===== config.mk =====
export PLATFORM = sky130hd
export DESIGN_NAME = mul_hybrid_mac
export DESIGN_NICKNAME = d
export VERILOG_FILES = /design/src/rtl/mul_hybrid_mac.sv
export SDC_FILE = /design/constraint.sdc
export NUM_CORES = 1
export LEC_CHECK = 0
export ABC_AREA = 1
export CORE_ASPECT_RATIO = 0.8
export CORE_UTILIZATION = 60
export DETAILED_ROUTE_END_ITERATION = 16
export PLACE_DENSITY = 0.85
export SLEW_MARGIN = 20
export SYNTH_ARGS = -nofsm -noshare
export SYNTH_HDL_FRONTEND = slang
export SYNTH_SLANG_ARGS = --single-unit

===== constraint.sdc =====
create_clock -name clk -period 10.3 [get_ports clk]
set_input_delay 3.09 -clock clk [delete_from_list [all_inputs] [get_ports clk]]
set_output_delay 3.09 -clock clk [all_outputs]
set_load 0.005 [all_outputs]

===== src/rtl/mul_hybrid_mac.sv =====
// Pipelined multi-precision radix-4 Booth MAC: 1/2/4 signed lanes per beat,
// per-lane accumulation over a group closed by in_last, one packed psum per group.
module mul_hybrid_mac #(
  parameter int DATA_W = 8,
  parameter int PSUM_W = 24,
  parameter int CNT_W  = 8,
  localparam int QW    = $clog2(DATA_W) + 1
) (
  input  logic              clk,
  input  logic              rst,
  input  logic              in_valid,
  output logic              in_ready,
  input  logic [DATA_W-1:0] ifmap,
  input  logic [DATA_W-1:0] filter,
  input  logic [QW-1:0]     quant_size,
  input  logic              in_last,
  output logic              out_valid,
  input  logic              out_ready,
  output logic [PSUM_W-1:0] psum,
  output logic [CNT_W-1:0]  out_count,
  output logic              out_err
);

  localparam int LW1 = DATA_W;
  localparam int LW2 = DATA_W / 2;
  localparam int LW4 = DATA_W / 4;
  localparam int AW2 = PSUM_W / 2;
  localparam int AW4 = PSUM_W / 4;

  typedef enum logic [1:0] {MODE_L1, MODE_L2, MODE_L4} mode_e;

  // Signed m * r for a w-bit filter lane; r must arrive sign-extended to DATA_W.
  function automatic logic signed [PSUM_W-1:0] booth_mul(
    input logic signed [DATA_W-1:0] m,
    input logic signed [DATA_W-1:0] r,
    input int w
  );
    logic signed [PSUM_W-1:0] acc, mx, pp;
    logic [DATA_W:0] rx;
    logic [2:0] dig;
    acc = '0;
    mx  = PSUM_W'(m);
    rx  = {r, 1'b0};
    for (int i = 0; i < DATA_W / 2; i++) begin
      dig = rx[2*i +: 3];
      case (dig)
        3'b001, 3'b010: pp = mx;
        3'b011:         pp = mx <<< 1;
        3'b100:         pp = -(mx <<< 1);
        3'b101, 3'b110: pp = -mx;
        default:        pp = '0;
      endcase
      if (i < w / 2) acc = acc + (pp <<< (2 * i));
    end
    return acc;
  endfunction

  function automatic logic [CNT_W-1:0] sat_inc(input logic [CNT_W-1:0] c);
    return (&c) ? c : c + 1'b1;
  endfunction

  logic              in_first_q, in_first_d;
  mode_e             grp_mode_q, grp_mode_d;
  logic              grp_err_q, grp_err_d;
  logic              vld_p1_q, vld_p1_d;
  logic              last_p1_q, last_p1_d;
  mode_e             mode_p1_q, mode_p1_d;
  logic              err_p1_q, err_p1_d;
  logic [PSUM_W-1:0] prod_p1_q, prod_p1_d;
  logic [PSUM_W-1:0] acc_q, acc_d;
  logic [CNT_W-1:0]  cnt_q, cnt_d;
  logic              err_acc_q, err_acc_d;
  logic              acc_first_q, acc_first_d;
  logic              out_valid_q, out_valid_d;
  logic [PSUM_W-1:0] psum_q, psum_d;
  logic [CNT_W-1:0]  out_count_q, out_count_d;
  logic              out_err_q, out_err_d;

  mode_e                    dec_mode, beat_mode;
  logic                     dec_err, beat_err;
  logic                     stall, accept, s2_go;
  logic [PSUM_W-1:0]        lane_prod, acc_upd;
  logic [CNT_W-1:0]         cnt_upd;
  logic                     err_upd;
  logic signed [DATA_W-1:0] op_a, op_b;
  logic signed [PSUM_W-1:0] p;

  // Input side: mode decode and held-per-group mode
  always_comb begin
    dec_mode = MODE_L1;
    dec_err  = 1'b0;
    if (quant_size == QW'(LW1))      dec_mode = MODE_L1;
    else if (quant_size == QW'(LW2)) dec_mode = MODE_L2;
    else if (quant_size == QW'(LW4)) dec_mode = MODE_L4;
    else                             dec_err  = 1'b1;
    beat_mode = in_first_q ? dec_mode : grp_mode_q;
    beat_err  = in_first_q ? dec_err  : grp_err_q;
  end

  // Lane products, each sign-extended and packed into its accumulator slot
  always_comb begin
    lane_prod = '0;
    op_a      = '0;
    op_b      = '0;
    p         = '0;
    case (beat_mode)
      MODE_L2: begin
        for (int k = 0; k < 2; k++) begin
          op_a = {{(DATA_W-LW2){ifmap[k*LW2+LW2-1]}},  ifmap[k*LW2 +: LW2]};
          op_b = {{(DATA_W-LW2){filter[k*LW2+LW2-1]}}, filter[k*LW2 +: LW2]};
          p    = booth_mul(op_a, op_b, LW2);
          lane_prod[k*AW2 +: AW2] = p[AW2-1:0];
        end
      end
      MODE_L4: begin
        for (int k = 0; k < 4; k++) begin
          op_a = {{(DATA_W-LW4){ifmap[k*LW4+LW4-1]}},  ifmap[k*LW4 +: LW4]};
          op_b = {{(DATA_W-LW4){filter[k*LW4+LW4-1]}}, filter[k*LW4 +: LW4]};
          p    = booth_mul(op_a, op_b, LW4);
          lane_prod[k*AW4 +: AW4] = p[AW4-1:0];
        end
      end
      default: begin
        p         = booth_mul(ifmap, filter, LW1);
        lane_prod = p;
      end
    endcase
    if (beat_err) lane_prod = '0;
  end

  assign stall    = vld_p1_q && last_p1_q && out_valid_q && !out_ready;
  assign in_ready = !rst && !stall;
  assign accept   = in_valid && in_ready;
  assign s2_go    = vld_p1_q && !stall;

  // Accumulator update for the beat held in S1, wrapping per lane
  always_comb begin
    acc_upd = '0;
    case (mode_p1_q)
      MODE_L2:
        for (int k = 0; k < 2; k++)
          acc_upd[k*AW2 +: AW2] = (acc_first_q ? '0 : acc_q[k*AW2 +: AW2])
                                  + prod_p1_q[k*AW2 +: AW2];
      MODE_L4:
        for (int k = 0; k < 4; k++)
          acc_upd[k*AW4 +: AW4] = (acc_first_q ? '0 : acc_q[k*AW4 +: AW4])
                                  + prod_p1_q[k*AW4 +: AW4];
      default:
        acc_upd = (acc_first_q ? '0 : acc_q) + prod_p1_q;
    endcase
    cnt_upd = acc_first_q ? CNT_W'(1) : sat_inc(cnt_q);
    err_upd = acc_first_q ? err_p1_q : (err_acc_q | err_p1_q);
  end

  always_comb begin
    in_first_d = in_first_q;
    grp_mode_d = grp_mode_q;
    grp_err_d  = grp_err_q;
    if (accept) begin
      in_first_d = in_last;
      if (in_first_q) begin
        grp_mode_d = dec_mode;
        grp_err_d  = dec_err;
      end
    end

    vld_p1_d  = vld_p1_q;
    last_p1_d = last_p1_q;
    mode_p1_d = mode_p1_q;
    err_p1_d  = err_p1_q;
    prod_p1_d = prod_p1_q;
    if (!stall) begin
      vld_p1_d = accept;
      if (accept) begin
        last_p1_d = in_last;
        mode_p1_d = beat_mode;
        err_p1_d  = beat_err;
        prod_p1_d = lane_prod;
      end
    end

    acc_d       = acc_q;
    cnt_d       = cnt_q;
    err_acc_d   = err_acc_q;
    acc_first_d = acc_first_q;
    if (s2_go) begin
      acc_d       = acc_upd;
      cnt_d       = cnt_upd;
      err_acc_d   = err_upd;
      acc_first_d = last_p1_q;
    end

    out_valid_d = out_valid_q;
    psum_d      = psum_q;
    out_count_d = out_count_q;
    out_err_d   = out_err_q;
    if (out_valid_q && out_ready) out_valid_d = 1'b0;
    if (s2_go && last_p1_q) begin
      out_valid_d = 1'b1;
      psum_d      = acc_upd;
      out_count_d = cnt_upd;
      out_err_d   = err_upd;
    end
  end

  always_ff @(posedge clk) begin
    if (rst) begin
      in_first_q  <= 1'b1;
      grp_mode_q  <= MODE_L1;
      grp_err_q   <= 1'b0;
      vld_p1_q    <= 1'b0;
      last_p1_q   <= 1'b0;
      mode_p1_q   <= MODE_L1;
      err_p1_q    <= 1'b0;
      prod_p1_q   <= '0;
      acc_q       <= '0;
      cnt_q       <= '0;
      err_acc_q   <= 1'b0;
      acc_first_q <= 1'b1;
      out_valid_q <= 1'b0;
      psum_q      <= '0;
      out_count_q <= '0;
      out_err_q   <= 1'b0;
    end else begin
      in_first_q  <= in_first_d;
      grp_mode_q  <= grp_mode_d;
      grp_err_q   <= grp_err_d;
      vld_p1_q    <= vld_p1_d;
      last_p1_q   <= last_p1_d;
      mode_p1_q   <= mode_p1_d;
      err_p1_q    <= err_p1_d;
      prod_p1_q   <= prod_p1_d;
      acc_q       <= acc_d;
      cnt_q       <= cnt_d;
      err_acc_q   <= err_acc_d;
      acc_first_q <= acc_first_d;
      out_valid_q <= out_valid_d;
      psum_q      <= psum_d;
      out_count_q <= out_count_d;
      out_err_q   <= out_err_d;
    end
  end

  assign out_valid = out_valid_q;
  assign psum      = psum_q;
  assign out_count = out_count_q;
  assign out_err   = out_err_q;

endmodule


==> flow_summary.yaml <==
outcome:
  status: "finished, final reports clean"
placement:
  portBuffers: 59
  place_congestion: 1.06
  dpl_cell_area_mm2: 0.0123
  dp_hpwl_um: 31000
  post-place-cells: 2102
  place_ws_ps: 462
sta:
  setup-tns-final_ps: 0
  slew_headroom_pct: 23.5
  skew_ps: 6.25
  fin_crit_ps: 9530
  slew_viol_final: 0
  setup_viol: 0
  rsz0062_at_grt: "no"
  max_freq_mhz: 105
  hold_ws_ps: 463
  tightest_slew_ps: 1150
  hold_viol: 0
  setup_slack_ps: 772
  period_share_pct: 92.5
cells_and_area:
  nNetsFinal: 2005
  design_area_mm2: 0.0127
  final_util_pct: 66.9
  drive_gt1_share_pct: 5.22
  antenna-diode-count: 0
  fin_cells: 2118
  synthToLayoutAreaGrowth_pct: 9.24
  fillers: 1770
power:
  leakage_nw: 5.88
  p_total_mw: 1.94
  ir_worst_vdd_v: 0.000148
  power_density_mw_per_mm2: 153
job:
  drv_cap: 0
floorplan:
  dieHeight_um: 126
  row_count: 45
  num_io_pins: 60
  start_util_pct: 61.3
  core_area_mm2: 0.0189
  die_w_um: 157
  die_area_mm2: 0.0199
routing:
  postRouteAntennaNets: 0
  wirelength_um: 39200
  vias: 13300
  drtIter0Drc: 1599
  drc: 0
  wl_per_cell_um: 18.5
  viasPerCell: 6.28
  firstDrtPassIters: 6
critical_path:
  cp-end-kind: "flop"
  cpMaxStageDelayCell: "clkdlybuf4s50_1"
  crit_top_cell: "inv_1"
  path_class: "input port to flop"
  start_kind: "input port"
  cpPeakStageDelay_ps: 660
  arrival_ps: 9740
  worst-path-max-fanout: 6
  cp.required_ps: 10510
  r2r_slack_ps: 6060
global_routing:
  grtUsageTotal_pct: 39.3
  gr-total-overflow: 0
  grt_max_degree: 48
  grt_pass1_vias: 11800
  grt_pass1_wl_um: 61700
  antenna_found_initial: 0
yosys:
  synth_flop_cell: "dfxtp_1"
  synthCells: 1824
  syn_area_mm2: 0.0116
  yosys_warnings: 0
  ys_seq_area_share_pct: 17.4
  synth-edff-count: 0
  async_flop_share_pct: 0
  syn_avg_cell_area_um2: 6.35
  synthDistinctLibCells: 58
  synthesis.nets: 1974
  synth-seq-cells: 101
clock_tree:
  cts.sinks: 101
  clk_latency_ps: 350
  path_clk_slew_ps: 70
  root_buffer: "clkbuf_16"
  h-tree-depth: 3
  cts_setup_buffers: 0
  cts_tree: "done"
  postCtsHoldBufs: 0
  cts_buffer_depth: 2
  cts_buffers: 9
min_path:
  min-delay-path-class: "flop to flop"
[state kept, by name (all words and copies together), names as in the netlist, 2 cells and up]
signal      count
grp_mode_q      2
prod_p1_q      24
cnt_q           8
out_count       8
mode_p1_q       2
psum           24
acc_q          24
[power breakdown]
part	leakage, nW	switching, mW	internal [mW]
clock	0.143	0.154	0.190
combinational	4.92	0.768	0.404
sequential	0.823	0.0155	0.410
total	5.88	0.938	1.00
[cells in the mapped netlist, types with 23 or more instances]
| cell | count | share of area (%) |
|---|---|---|
| ha_1 | 117 | 13 |
| nand2_1 | 367 | 12 |
| inv_1 | 226 | 7.3 |
| xor2_1 | 41 | 3.1 |
| nor2_1 | 123 | 4.0 |
| dfxtp_1 | 101 | 17 |
| o21ai_0 | 169 | 7.3 |
| o21ai_1 | 23 | 0.99 |
| o211ai_1 | 39 | 2.5 |
| a21oi_1 | 210 | 9.1 |
| o221ai_1 | 40 | 3.0 |
| nand3_1 | 111 | 4.8 |
| clkbuf_1 | 36 | 1.2 |
[path summary, 6_finish.rpt]
path | from | depth (start not counted) | end
min reg2reg | out_count[3] | 2 | out_count[3]
max | ifmap[0] | 37 | prod_p1_q[23]
max reg2reg | acc_first_q | 18 | psum[23]
min | out_count[3] | 2 | out_count[3]
[routing by layer]
metal | global-route usage [%] | vias up | wire [um]
met4 | 7.88 | 0 | 789
met1 | 61.5 | 6093 | 18200
met2 | 54.4 | 788 | 15200
met3 | 7.72 | 86 | 5000
met5 | 0 | - | 0
li1 | - | 6342 | -
[cells in the final DEF, fill, tap and decap left out, types with 6 or more instances in the layout]
cell	count
nand4_1	9
clkbuf_16	9
o211ai_1	39
nor2_2	8
or2_2	9
nor2_1	121
xnor2_1	17
nor3_1	16
inv_2	17
o22ai_1	10
nand2_2	6
o221ai_1	40
inv_1	226
ha_1	117
clkdlybuf4s50_1	58
a22o_1	10
o21ai_0	169
fa_1	8
xor2_1	41
o21ai_1	23
a22oi_1	7
nand3_2	6
buf_4	14
a21oi_1	210
nand2_1	367
dfxtp_1	101
a31oi_1	13
nand3_1	111
[final cells by class]
class / instances / area (um2) / area share (%)
Clock buffer: 10 / 229 / 1.81
Multi-Input combinational cell: 1422 / 8390 / 66.3
Tap cell: 258 / 323 / 2.55
Timing Repair Buffer: 73 / 698 / 5.51
Inverter: 248 / 931 / 7.35
Sequential cell: 101 / 2020 / 16.0
Clock inverter: 6 / 68.8 / 0.543
[cell families after synthesis]
kind of cell	Yosys count	share of synthesized area, %
AOI/OAI and AO/OA	563	28.4
and+or+nand+nor	676	25.5
xor gates and xnor gates	58	4.38
buffers and inverters	301	10.3
adders and majority gates	125	14.0
DFF	101	17.4
[worst max-delay path: cells and delay by family]
family / cells / cell delay [ps]
compound gates: 10 / 1790
simple gates: 13 / 1530
fa+ha+maj: 4 / 1340
buf+inv: 7 / 1310
xor+xnor: 3 / 670
[repair_timing]
item,4_1_cts,5_1_grt
resized for setup,0,3
endpoints found under the setup margin,0,1
hold endpoints to repair,0,0
(Power assumes the default switching activity.)
==> RTL edit 1, RTL diff (same flow settings) <==
Change the parameter `CNT_W` from 8 to 12.
--- a/src/rtl/mul_hybrid_mac.sv
+++ b/src/rtl/mul_hybrid_mac.sv
@@ -5,3 +5,3 @@
   parameter int PSUM_W = 24,
-  parameter int CNT_W  = 8,
+  parameter int CNT_W  = 12,
   localparam int QW    = $clog2(DATA_W) + 1
Interface: changed (resized out_count); port bits go from 60 to 64. The function was not compared with the original's and may differ.
==> RTL edit 1 against the original RTL <==
Largest cell class unchanged; total power grew 2.8%; worst setup slack lost 140 ps; die area grew 2.4%; via count grew 0.75%; synthesized area grew 2.5%; wire length shrank 0.40%; sequential cell count grew 8; cell area grew 3.1%.
==> RTL edit 1: results (changes against the original RTL) <==
logic_synthesis:
  synth-async-reset-ratio_pct: 0  # unchanged
  ys_seq_area_share_pct: 18.4  # was 17.4%
  synth-xor-area-share_pct: 5.38  # was 4.38%
  syn_inst: 1858  # was 1,824
  ys_top_cells_by_count: "353 x nand2_1, 243 x inv_1, 219 x a21oi_1"  # was 367 x nand2_1, 226 x inv_1, 210 x a21oi_1
  synthTopCellsByArea: "dfxtp_1 18%, ha_1 12%, nand2_1 11%"  # was dfxtp_1 17%, ha_1 13%, nand2_1 12%
  yosys.area_share.adder_pct: 13.7  # was 14.0%
  synth_compound_area_share_pct: 29.1  # was 28.4%
  muxShareOfSynthArea_pct: 0  # unchanged
  synthDistinctLibCells: 63  # was 58
  synth-main-ff-cell: "dfxtp_1"  # unchanged
sta:
  finClkSkew_ps: 10.9  # was 6.25 ps
  fin_ws_ps: 630  # was 772 ps
  max_slew_margin_pct: 26.3  # was 23.5%
  holdWs_ps: 462  # was 463 ps
grt:
  first_global_vias: 12182  # was 11,768
  grt_pass1_wl_mm: 63.1  # was 61.7 mm
  grt_max_degree: 54  # was 48
  grt.met1_usage_pct: 56.7  # was 61.5%
  grt_usage_pct: 38.1  # was 39.3%
  grt_util_met3_pct: 7.31  # was 7.72%
  gr-usage-met2_pct: 56.3  # was 54.4%
clock_network:
  cts_made_buffers: 9  # unchanged
  clkLatencyLatePin_ps: 350  # about the same
  cts_setup_buffers: 0  # unchanged
  cts.clk_slew.worst_paths_ps: 80
  cts_root_buf: "clkbuf_16"  # unchanged
cells_and_area:
  fill_cells: 1751  # was 1,770
  drive_above_1_share_pct: 5.12  # was 5.22%
  final_cell_count_no_fill: 2153  # was 2,118
  layout.nets: 2040  # was 2,005
  diodes: 0  # unchanged
route:
  wl_met2_mm: 15.9  # was 15.2 mm
  met1Wirelength_mm: 17.9  # was 18.2 mm
  route.met3.wl_mm: 4.66  # was 5.00 mm
  routed.top_layer: "met4"  # unchanged
  drt-initial-drc-count: 1768  # was 1,599
  vias: 13409  # was 13,309
  routedWlPerCell_um: 18.1  # was 18.5 um
  firstDrtPassIters: 6  # unchanged
run_status:
  outcome: "finished, final reports clean"  # unchanged
placed_design:
  place_inst: 2137  # was 2,102
  dp_hpwl_mm: 30.9  # was 31.0 mm
  gp_routability_congestion: 1.02  # was 1.06
  io_buffers: 63  # was 59
  place_area_um2: 12700  # was 12,300 um^2
  dp_slack_ps: 61.2  # was 462 ps
setup_path:
  path_max_fanout: 9  # was 6
  critical_path.top_delay_family: "simple AND/OR/NAND/NOR gates"  # was compound AO/OA/AOI/OAI gates
  r2r_slack_ps: 5960  # was 6060 ps
  critPathArrivalTime_ps: 9890  # was 9740 ps
  max_stage_delay_ps: 530  # was 660 ps
  cp_slowest_cell: "clkdlybuf4s50_1"  # unchanged
power_and_ir_drop:
  finalPower_uw: 2000  # was 1940 uW
  vdd_drop_max_mv: 0.171  # was 0.148 mV
  power.switching_uw: 964  # was 938 uW
  power_frac_comb_pct: 59.6  # was 60.3%
  total_leakage_power_uw: 0.00590  # was 0.00588 uW
  pwr-share-clk_pct: 17.5  # was 17.7%
## RTL edit 1: path summary, 6_finish.rpt
check        depth (start not counted)         start            end
max                                 40      ifmap[2]  prod_p1_q[23]
min                                  2  out_count[7]   out_count[7]
max reg2reg                         14   acc_first_q      acc_q[21]
min reg2reg                          2  out_count[7]   out_count[7]
## RTL edit 1: tightest hold or removal path, cell delays in order (launching register included)
cell	delay (ps)
dfxtp_1	330
nand2_1	50
o21ai_0	50
## RTL edit 1: area by class of cell
cell class / count / area (um^2) / share of cell area [%]
repair buffers: 82 / 768 / 5.89
inverters: 256 / 968 / 7.42
well taps: 258 / 323 / 2.47
flip-flops and latches: 109 / 2180 / 16.7
clock inverters: 6 / 63.8 / 0.489
clock buffers: 10 / 239 / 1.83
multi-input cells: 1432 / 8510 / 65.2
## RTL edit 1: logic make-up (layout without fill, tap and decap cells)
group / after synthesis / in the layout
flops: 109 / 109
buf+inv: 317 / 354
fa+ha+maj: 125 / 125
simple gates: 637 / 637
compound gates: 597 / 597
xor+xnor: 73 / 73
==> RTL edit 2, RTL diff (config.mk and constraints unchanged) <==
Without the edit above. Put one more register stage on the output `out_err`. The value now appears one clock later. The other outputs are not delayed to match.
--- a/src/rtl/mul_hybrid_mac.sv
+++ b/src/rtl/mul_hybrid_mac.sv
@@ -246,3 +246,9 @@
   assign out_count = out_count_q;
-  assign out_err   = out_err_q;
+  always_ff @(posedge clk) begin
+    if (rst) begin
+      out_err <= '0;
+    end else begin
+      out_err <= out_err_q;
+    end
+  end
 
Formal check against the unedited RTL: not equivalent (a bounded check fails within 4 cycles, from zero or initial values and one cycle with rst high).
==> RTL edit 2 against the original RTL <==
Sequential cell count increased by 1; wire length decreased by 2.1%; critical path depth increased by 5; total power decreased by 1.1%; first-iteration DRC count increased by 12%; worst setup slack got worse by 40 ps; non-clock buffer count decreased by 3; utilization increased by 0.18 points; cell area increased by 0.87%; synthesized area increased by 0.69%.
==> RTL edit 2: results (changes against the original RTL) <==
sta:
  tightest_slew_ps: 980  # was 1150 ps
  min_period_ps: 9570  # was 9530 ps
  finClkSkew_ps: 10.9  # was 6.25 ps
run_status:
  outcome: "finished, final reports clean"  # unchanged
route:
  met1Wirelength_mm: 17.8  # was 18.2 mm
  routed.top_layer: "met5"  # was met4
  drt-initial-drc-count: 1793  # was 1,599
  routed_via_density: 6.15  # was 6.28
  wl_met2_mm: 15.2  # about the same
  route.met3.wl_mm: 4.80  # was 5.00 mm
placed_design:
  dp_hpwl_mm: 30.6  # was 31.0 mm
  gp_routability_congestion: 1.02  # was 1.06
  place_inst: 2122  # was 2,102
logic_synthesis:
  ys_seq_area_share_pct: 17.5  # was 17.4%
  synthDistinctLibCells: 54  # was 58
  synthTopCellsByArea: "dfxtp_1 17%, ha_1 13%, nand2_1 12%"  # unchanged
power_and_ir_drop:
  vdd_drop_max_mv: 0.161  # was 0.148 mV
setup_path:
  path_max_fanout: 8  # was 6
  max_stage_delay_ps: 790  # was 660 ps
  r2r_slack_ps: 6160  # was 6060 ps
  startpoint: "ifmap[2]"  # was ifmap[0]
  critPathArrivalTime_ps: 9790  # was 9740 ps
grt:
  grt_pass1_wl_mm: 61.1  # was 61.7 mm
  first_global_vias: 11693  # was 11,768
hold_path:
  min_from: "out_err_q"  # was out_count[3]
cells_and_area:
  fill_cells: 1784  # was 1,770
-- RTL edit 2: cell types whose count changed in the layout (fill, tap and decap cells not counted), sizes merged, moves of 4 or more --
cell and delta:
inv +11, o22ai +4, a21oi +10, nand3 -12, nand2 -10, xor2 +4, nor2 +20
-- RTL edit 2: critical path, delay by kind of cell --
kind | cells | cell delay, ps
XOR/XNOR | 2 | 160
AND/OR/NAND/NOR | 21 | 2400
adder cells (fa/ha/maj) | 4 | 1380
buffers and inverters | 8 | 1420
AO/OA/AOI/OAI | 7 | 1320
-- RTL edit 2: routing by layer --
layer	global-route usage (%)	vias to the layer above
li1	-	6387
met1	58.9	6011
met2	54.0	694
met3	9.53	56
met4	6.84	2
met5	0	-
-- RTL edit 2: cell families after synthesis --
| logic type | synth area share (%) |
|---|---|
| simple gates | 25.3 |
| xor+xnor | 4.88 |
| flops | 17.5 |
| fa+ha+maj | 13.9 |
| compound gates | 28.4 |
| buf+inv | 10.0 |
-- RTL edit 2: path summary, 6_finish.rpt --
check                                      to  cells past startpoint
worst max-delay path            prod_p1_q[23]                     42
worst min-delay path                  out_err                      2
worst max register to register   out_count[2]                     12
worst min register to register        out_err                      2
-- RTL edit 2: stage by stage --
stage | area (um^2) | power [uW] | worst slack [ps] | hold slack, ps
final | 12800 | 1920 | 732 | 432
after floorplan | 11700 | 1290 | 1980 | 403
after global routing | 12800 | 2080 | 27.2 | 471
after detailed placement | 12500 | 1550 | 551 | 422
after CTS | 12800 | 1890 | 875 | 433
after global placement | 12500 | 1540 | 603 | 409
-- RTL edit 2: report_power, final --
group          total [uW]  switching [uW]  leakage [uW]  internal, uW
Sequential            430            15.6      0.000830           414
Combinational        1160             748       0.00486           408
Clock                 335             165      0.000139           170
Total                1920             928       0.00583           992
-- RTL edit 2: area by class of cell --
type	instances	share of cell area (%)
clock inverter	7	0.529
inverter	258	7.59
multi-input combinational	1434	66.3
timing repair buffer	70	5.27
tap	258	2.53
clock buffer	9	1.76
sequential	102	16.0
